===== src/rtl/image_pixel_streamer.sv =====
`default_nettype none
// ============================================================================
//  Module      : image_pixel_streamer
//  Description : Reads an IMG_W x IMG_H 8-bit image in raster order from a
//                synchronous-read memory (1-cycle latency) and emits it as a
//                we/data_out pixel stream with start-of-line and end-of-frame
//                markers. A downstream hold stalls the stream without losing
//                or duplicating pixels; a one-entry skid catches the single
//                read that can be in flight when hold rises.
//
//  Ports       : clk        rising-edge clock
//                rst        synchronous, active-low reset
//                start      frame request, sampled only when idle
//                hold       downstream stall
//                mem_rd_en  memory read strobe
//                mem_addr   memory read address
//                mem_rdata  memory read data (cycle after mem_rd_en)
//                we         pixel valid strobe
//                data_out   pixel value
//                sol        start of line (column 0)
//                eof        last pixel of frame
//                busy       frame in progress
//                done       one-cycle pulse after last pixel
//
//  Revision    : 1.0 - initial release
// ============================================================================
module image_pixel_streamer #(
    parameter int IMG_W  = 28,
    parameter int IMG_H  = 28,
    parameter int ADDR_W = 10
) (
    input  logic              clk,
    input  logic              rst,
    input  logic              start,
    input  logic              hold,
    output logic              mem_rd_en,
    output logic [ADDR_W-1:0] mem_addr,
    input  logic [7:0]        mem_rdata,
    output logic              we,
    output logic [7:0]        data_out,
    output logic              sol,
    output logic              eof,
    output logic              busy,
    output logic              done
);

    localparam int c_col_w = (IMG_W > 1) ? $clog2(IMG_W) : 1;
    localparam int c_row_w = (IMG_H > 1) ? $clog2(IMG_H) : 1;

    localparam logic [ADDR_W-1:0]  c_last_addr = ADDR_W'(IMG_W * IMG_H - 1);
    localparam logic [c_col_w-1:0] c_last_col  = c_col_w'(IMG_W - 1);
    localparam logic [c_row_w-1:0] c_last_row  = c_row_w'(IMG_H - 1);

    localparam logic [1:0] c_st_idle  = 2'd0;
    localparam logic [1:0] c_st_read  = 2'd1;
    localparam logic [1:0] c_st_drain = 2'd2;
    localparam logic [1:0] c_st_done  = 2'd3;

    logic [1:0]         r_state;
    logic [ADDR_W-1:0]  r_addr;
    logic               r_rd_pending;   // read issued last cycle, data on mem_rdata now
    logic               r_skid_valid;
    logic [7:0]         r_skid_data;
    logic [c_col_w-1:0] r_col;          // position of the next pixel to be emitted
    logic [c_row_w-1:0] r_row;
    logic               r_we;
    logic [7:0]         r_data;
    logic               r_sol;
    logic               r_eof;

    logic               w_rd_en;
    logic               w_emit;
    logic [7:0]         w_pix;
    logic               w_last_pix;

    // No read while stalled or while the skid is occupied: this keeps at most
    // one read in flight, so the single skid entry can never overflow.
    assign w_rd_en    = (r_state == c_st_read) && !hold && !r_skid_valid;
    assign w_emit     = !hold && (r_skid_valid || r_rd_pending);
    // The skid always holds older data than anything on mem_rdata.
    assign w_pix      = r_skid_valid ? r_skid_data : mem_rdata;
    assign w_last_pix = (r_col == c_last_col) && (r_row == c_last_row);

    always_ff @(posedge clk) begin
        if (!rst) begin
            r_state      <= c_st_idle;
            r_addr       <= '0;
            r_rd_pending <= 1'b0;
            r_skid_valid <= 1'b0;
            r_skid_data  <= '0;
            r_col        <= '0;
            r_row        <= '0;
            r_we         <= 1'b0;
            r_data       <= '0;
            r_sol        <= 1'b0;
            r_eof        <= 1'b0;
        end else begin
            r_rd_pending <= w_rd_en;

            // Park the in-flight read data when the consumer stalls.
            if (hold && r_rd_pending) begin
                r_skid_valid <= 1'b1;
                r_skid_data  <= mem_rdata;
            end else if (!hold && r_skid_valid) begin
                r_skid_valid <= 1'b0;
            end

            // Output register; data/markers retain their value when idle.
            r_we <= w_emit;
            if (w_emit) begin
                r_data <= w_pix;
                r_sol  <= (r_col == '0);
                r_eof  <= w_last_pix;
                if (r_col == c_last_col) begin
                    r_col <= '0;
                    r_row <= (r_row == c_last_row) ? '0 : r_row + 1'b1;
                end else begin
                    r_col <= r_col + 1'b1;
                end
            end

            case (r_state)
                c_st_idle: begin
                    if (start) begin
                        r_state <= c_st_read;
                        r_addr  <= '0;
                        r_col   <= '0;
                        r_row   <= '0;
                    end
                end
                c_st_read: begin
                    if (w_rd_en) begin
                        // Address stays on the last location once the
                        // final read has been issued.
                        if (r_addr == c_last_addr) begin
                            r_state <= c_st_drain;
                        end else begin
                            r_addr <= r_addr + 1'b1;
                        end
                    end
                end
                c_st_drain: begin
                    // Leave once the final pixel is on the output.
                    if (r_we && r_eof) begin
                        r_state <= c_st_done;
                    end
                end
                c_st_done: begin
                    r_state <= c_st_idle;
                end
                default: begin
                    r_state <= c_st_idle;
                end
            endcase
        end
    end

    assign mem_rd_en = w_rd_en;
    assign mem_addr  = r_addr;
    assign we        = r_we;
    assign data_out  = r_data;
    assign sol       = r_sol;
    assign eof       = r_eof;
    assign busy      = (r_state == c_st_read) || (r_state == c_st_drain);
    assign done      = (r_state == c_st_done);

endmodule
`default_nettype wire


===== config.mk =====
export PLATFORM = sky130hd
export DESIGN_NAME = image_pixel_streamer
export DESIGN_NICKNAME = d
export VERILOG_FILES = /design/src/rtl/image_pixel_streamer.sv
export SDC_FILE = /design/constraint.sdc
export NUM_CORES = 1
export LEC_CHECK = 0
export CAP_MARGIN = 10
export CORE_ASPECT_RATIO = 0.6
export CORE_UTILIZATION = 47
export DETAILED_ROUTE_END_ITERATION = 16
export HOLD_SLACK_MARGIN = 0.08
export PLACE_DENSITY = 0.82
export RECOVER_POWER = 25
export SETUP_SLACK_MARGIN = 0.5
export SYNTH_ARGS = -nofsm -noshare
export SYNTH_HDL_FRONTEND = slang
export SYNTH_SLANG_ARGS = --single-unit

===== constraint.sdc =====
create_clock -name clk -period 4.87 [get_ports clk]
set_clock_uncertainty 0.2 [all_clocks]
set_input_delay 1.461 -clock clk [delete_from_list [all_inputs] [get_ports clk]]
set_output_delay 1.461 -clock clk [all_outputs]
set_load 0.02 [all_outputs]

==> flow_results.xml <==
<?xml version="1.0" encoding="UTF-8"?>
<metrics>
  <group name="run_status">
    <metric name="run_status" unit="">finished, final reports clean</metric>
  </group>
  <group name="floorplan">
    <metric name="floorplan.die.height" unit="µm">53.40</metric>
    <metric name="chipWidth" unit="µm">87.67</metric>
    <metric name="core.rowCount" unit="">18</metric>
    <metric name="io-pin-count" unit="">36</metric>
    <metric name="core-area" unit="µm²">4167</metric>
    <metric name="start_util" unit="">0.4967</metric>
    <metric name="dieArea" unit="µm²">4681</metric>
  </group>
  <group name="cts">
    <metric name="clock_tree_from_tritoncts" unit="">done</metric>
    <metric name="clk_latency" unit="ns">0.29</metric>
    <metric name="post-cts-setup-buffers" unit="">0</metric>
    <metric name="sinks_on_clock_net" unit="">43</metric>
    <metric name="hold_buffers" unit="">0</metric>
    <metric name="htree_levels" unit="">2</metric>
    <metric name="root_buffer" unit="">clkbuf_8</metric>
    <metric name="cts_inserted_buffers" unit="">5</metric>
    <metric name="cts.path.max_buffers" unit="">2</metric>
    <metric name="cts.clk_slew.worst_paths" unit="ns">0.08</metric>
  </group>
  <group name="timing">
    <metric name="timing_worst_slew_pin_value" unit="ns">1.338</metric>
    <metric name="post_layout_min_period" unit="ns">4.284</metric>
    <metric name="report.final.hold_viol_count" unit="">0</metric>
    <metric name="report.final.slew_viol_count" unit="">0</metric>
    <metric name="grt_setup_unrepaired" unit="">no</metric>
    <metric name="clock.fmax" unit="MHz">233.5</metric>
    <metric name="max_slew_margin" unit="">0.09889</metric>
    <metric name="final.period_utilization" unit="">0.8796</metric>
    <metric name="setup_ws_post_layout" unit="ns">0.5864</metric>
    <metric name="finalSetupViolations" unit="">0</metric>
    <metric name="fin_setup_tns" unit="ns">0</metric>
  </group>
  <group name="final_layout">
    <metric name="share_of_final_layout_standard_cells_stronger_than_drive_strength_1" unit="">0.06950</metric>
    <metric name="num-fill-cells" unit="">341</metric>
    <metric name="insertedDiodeCount" unit="">0</metric>
    <metric name="area_growth_syn_to_layout" unit="%">22.49</metric>
    <metric name="num-nets-final" unit="">279</metric>
  </group>
  <group name="place">
    <metric name="port_buffers" unit="">35</metric>
    <metric name="dp_hpwl" unit="µm">3308</metric>
    <metric name="routabilityCongestion" unit="">0.9100</metric>
    <metric name="dpl_worst_slack" unit="ns">0.3958</metric>
  </group>
  <group name="setup_path">
    <metric name="worstSetupPathType" unit="">input port to primary output</metric>
    <metric name="endpoint_required_time_on_the_critical_path" unit="ns">3.21</metric>
    <metric name="critPathMaxFanout" unit="">4</metric>
    <metric name="critical_path.startpoint_type" unit="">input port</metric>
    <metric name="kind_of_capture_point_of_the_worst_setup_path" unit="">primary output</metric>
    <metric name="worstPathArrival" unit="ns">2.62</metric>
  </group>
  <group name="min_path">
    <metric name="worst_hold_path_type" unit="">flop to flop</metric>
  </group>
  <group name="synthesis">
    <metric name="synth-adder-area-share" unit="">0.04837</metric>
    <metric name="synthesis.yosys.warnings" unit="">0</metric>
    <metric name="synth_compound_gate_area_share" unit="">0.1814</metric>
    <metric name="count_of_flip_flops_with_a_built_in_enable_after_synthesis" unit="">0</metric>
    <metric name="ys_ff_latch" unit="">43</metric>
    <metric name="synth_sequential_area_ratio" unit="">0.4160</metric>
    <metric name="synth_top_family_by_area" unit="">simple AND/OR/NAND/NOR gates</metric>
    <metric name="synth_flop_cell" unit="">dfxtp_1</metric>
    <metric name="syn_area_per_cell" unit="µm²">9.198</metric>
    <metric name="muxShareOfSynthArea" unit="">0.05804</metric>
    <metric name="syn-num-nets" unit="">245</metric>
    <metric name="synthSimpleGateAreaFrac" unit="">0.2412</metric>
    <metric name="synthesis.area" unit="µm²">2069</metric>
    <metric name="synthDistinctLibCells" unit="">48</metric>
    <metric name="ys_async_sr_fraction" unit="">0</metric>
    <metric name="post_synth_inst_count" unit="">225</metric>
    <metric name="synth_area_in_xor_xnor" unit="">0.01270</metric>
  </group>
  <group name="drt">
    <metric name="vias" unit="">1774</metric>
    <metric name="post-route-drc-count" unit="">0</metric>
    <metric name="viasPerCell" unit="">5.561</metric>
    <metric name="post_drt_wl_per_cell" unit="µm">14.42</metric>
    <metric name="drt.antenna.violating_nets" unit="">0</metric>
    <metric name="detailed_router_iteration_count_before_antenna_repair" unit="">4</metric>
    <metric name="wirelength" unit="µm">4599</metric>
    <metric name="drt-initial-drc-count" unit="">45</metric>
  </group>
  <group name="power_and_ir_drop">
    <metric name="cellLeakagePower" unit="µW">0.0008723</metric>
    <metric name="power.density" unit="nW/µm²">343.9</metric>
    <metric name="vdd_ir_drop_max" unit="V">0.0002293</metric>
  </group>
  <group name="flow_run">
    <metric name="cap_violations" unit="">0</metric>
  </group>
  <group name="global_route">
    <metric name="grt_first_pass_wirelength" unit="µm">7507</metric>
    <metric name="grt_usage" unit="">0.2161</metric>
    <metric name="grt_remaining_overflow" unit="">0</metric>
    <metric name="antenna_found_initial" unit="">0</metric>
    <metric name="grt_pass1_vias" unit="">1609</metric>
    <metric name="grt_start_max_net_pins" unit="">24</metric>
  </group>
</metrics>
-- kinds of logic (layout without fill, tap and decap cells) --
| family | after synthesis | in the layout |
|---|---|---|
| flops | 43 | 43 |
| buf+inv | 18 | 52 |
| xor+xnor | 3 | 3 |
| mux | 12 | 12 |
| compound gates | 55 | 55 |
| simple gates | 86 | 86 |
| fa+ha+maj | 8 | 8 |
-- routing by layer --
metal	track usage	wire (µm)
met5	0	0
met4	0.06831	30
met3	0.05148	180
met2	0.3060	1945
met1	0.3173	2443
-- stage by stage --
stage          total power (µW)  hold slack (ns)    util  std cells  instance area (µm²)
3_3_place_gp              649.4           0.2418  0.5886        312                 2452
3_5_place_dp              655.0           0.2504  0.5886        312                 2452
2_1_floorplan             586.3           0.2360       -        225                 2069
5_1_grt                   910.1           0.2918  0.6084        319                 2535
4_1_cts                   879.4           0.2612  0.6093        319                 2539
6_report                  871.8           0.2616  0.6084        319                 2535
-- report_power, final --
part           internal [µW]  leakage, µW  switching, µW  total (µW)
Combinational           99.3     0.000478            150         249
Clock                    111    0.0000470            118         229
Sequential               373     0.000347           21.4         394
Total                    583     0.000872            289         872
-- cell type report --
class / instances / area, µm² / area share
clock buffer: 6 / 82.58 / 0.03258
clock inverter: 1 / 5.005 / 0.001974
inverter: 8 / 30.03 / 0.01185
multi-input combinational: 164 / 1117 / 0.4408
sequential: 43 / 860.8 / 0.3396
tap: 60 / 75.07 / 0.02962
timing repair buffer: 37 / 364.1 / 0.1436
-- Yosys cell counts (all sizes together) (2+ instances only) --
| cell type | n | share of area |
|---|---|---|
| dfxtp | 43 | 0.42 |
| a21oi | 21 | 0.051 |
| nand2 | 20 | 0.036 |
| nand3 | 16 | 0.045 |
| nor2 | 16 | 0.029 |
| mux2i | 12 | 0.058 |
| a211oi | 9 | 0.033 |
| ha | 8 | 0.048 |
| inv | 8 | 0.015 |
| o31ai | 8 | 0.029 |
| or4 | 7 | 0.025 |
| clkbuf | 6 | 0.011 |
| o21ai | 6 | 0.016 |
| buf | 4 | 0.017 |
| nand4 | 4 | 0.012 |
| o211ai | 4 | 0.015 |
| or2 | 3 | 0.010 |
| or3 | 3 | 0.0091 |
| and2 | 2 | 0.0067 |
| nand2b | 2 | 0.0060 |
| nor2b | 2 | 0.0060 |
| nor4 | 2 | 0.013 |
| xor2 | 2 | 0.0085 |
-- worst paths after layout --
kind	startpoint	to	slack, ns	cells past startpoint
max reg2reg	r_state[1]	mem_addr[7]	2.12	6
min	r_skid_data[5]	r_skid_data[5]	0.26	2
min reg2reg	r_skid_data[5]	r_skid_data[5]	0.26	2
max	hold	mem_rd_en	0.59	3
-- repair_timing --
action | in CTS | in global routing
gates resized for setup | 1 | 0
endpoints found under the hold margin | 0 | 0
setup endpoints to repair | 1 | 0
-- layout by cell type, fill, tap and decap left out, types with 2 or more instances in the layout --
cell             netlist  layout
a211oi_1               9       9
a21oi_1               21      21
buf_4                  1       2
clkbuf_8               0       6
clkdlybuf4s50_1        0      28
dfxtp_1               43      43
dlygate4sd3_1          0       6
ha_1                   8       8
inv_1                  8       8
mux2i_1               12      12
nand2_1               20      20
nand2b_1               2       2
nand3_1               15      15
nand4_1                4       4
nor2_1                16      16
nor2b_1                2       2
o211ai_1               4       4
o21ai_0                4       5
o31ai_1                8       8
or2_2                  2       2
or3_1                  3       3
or4_1                  7       7
xor2_1                 2       2
-- worst max-delay path, stage by stage --
cell and delay [ns]:
dlygate4sd3_1 0.58, nor3b_4 0.22, dlygate4sd2_1 0.36
-- registers in the layout, summed over array words and instances (netlist names) --
| signal | cells |
|---|---|
| eof | 1 |
| mem_addr | 10 |
| r_row | 5 |
| data_out | 8 |
| we | 1 |
| sol | 1 |
| r_rd_pending | 1 |
| r_skid_valid | 1 |
| r_skid_data | 8 |
| r_col | 5 |
| r_state | 2 |
Power figures use the tool's default switching activity.
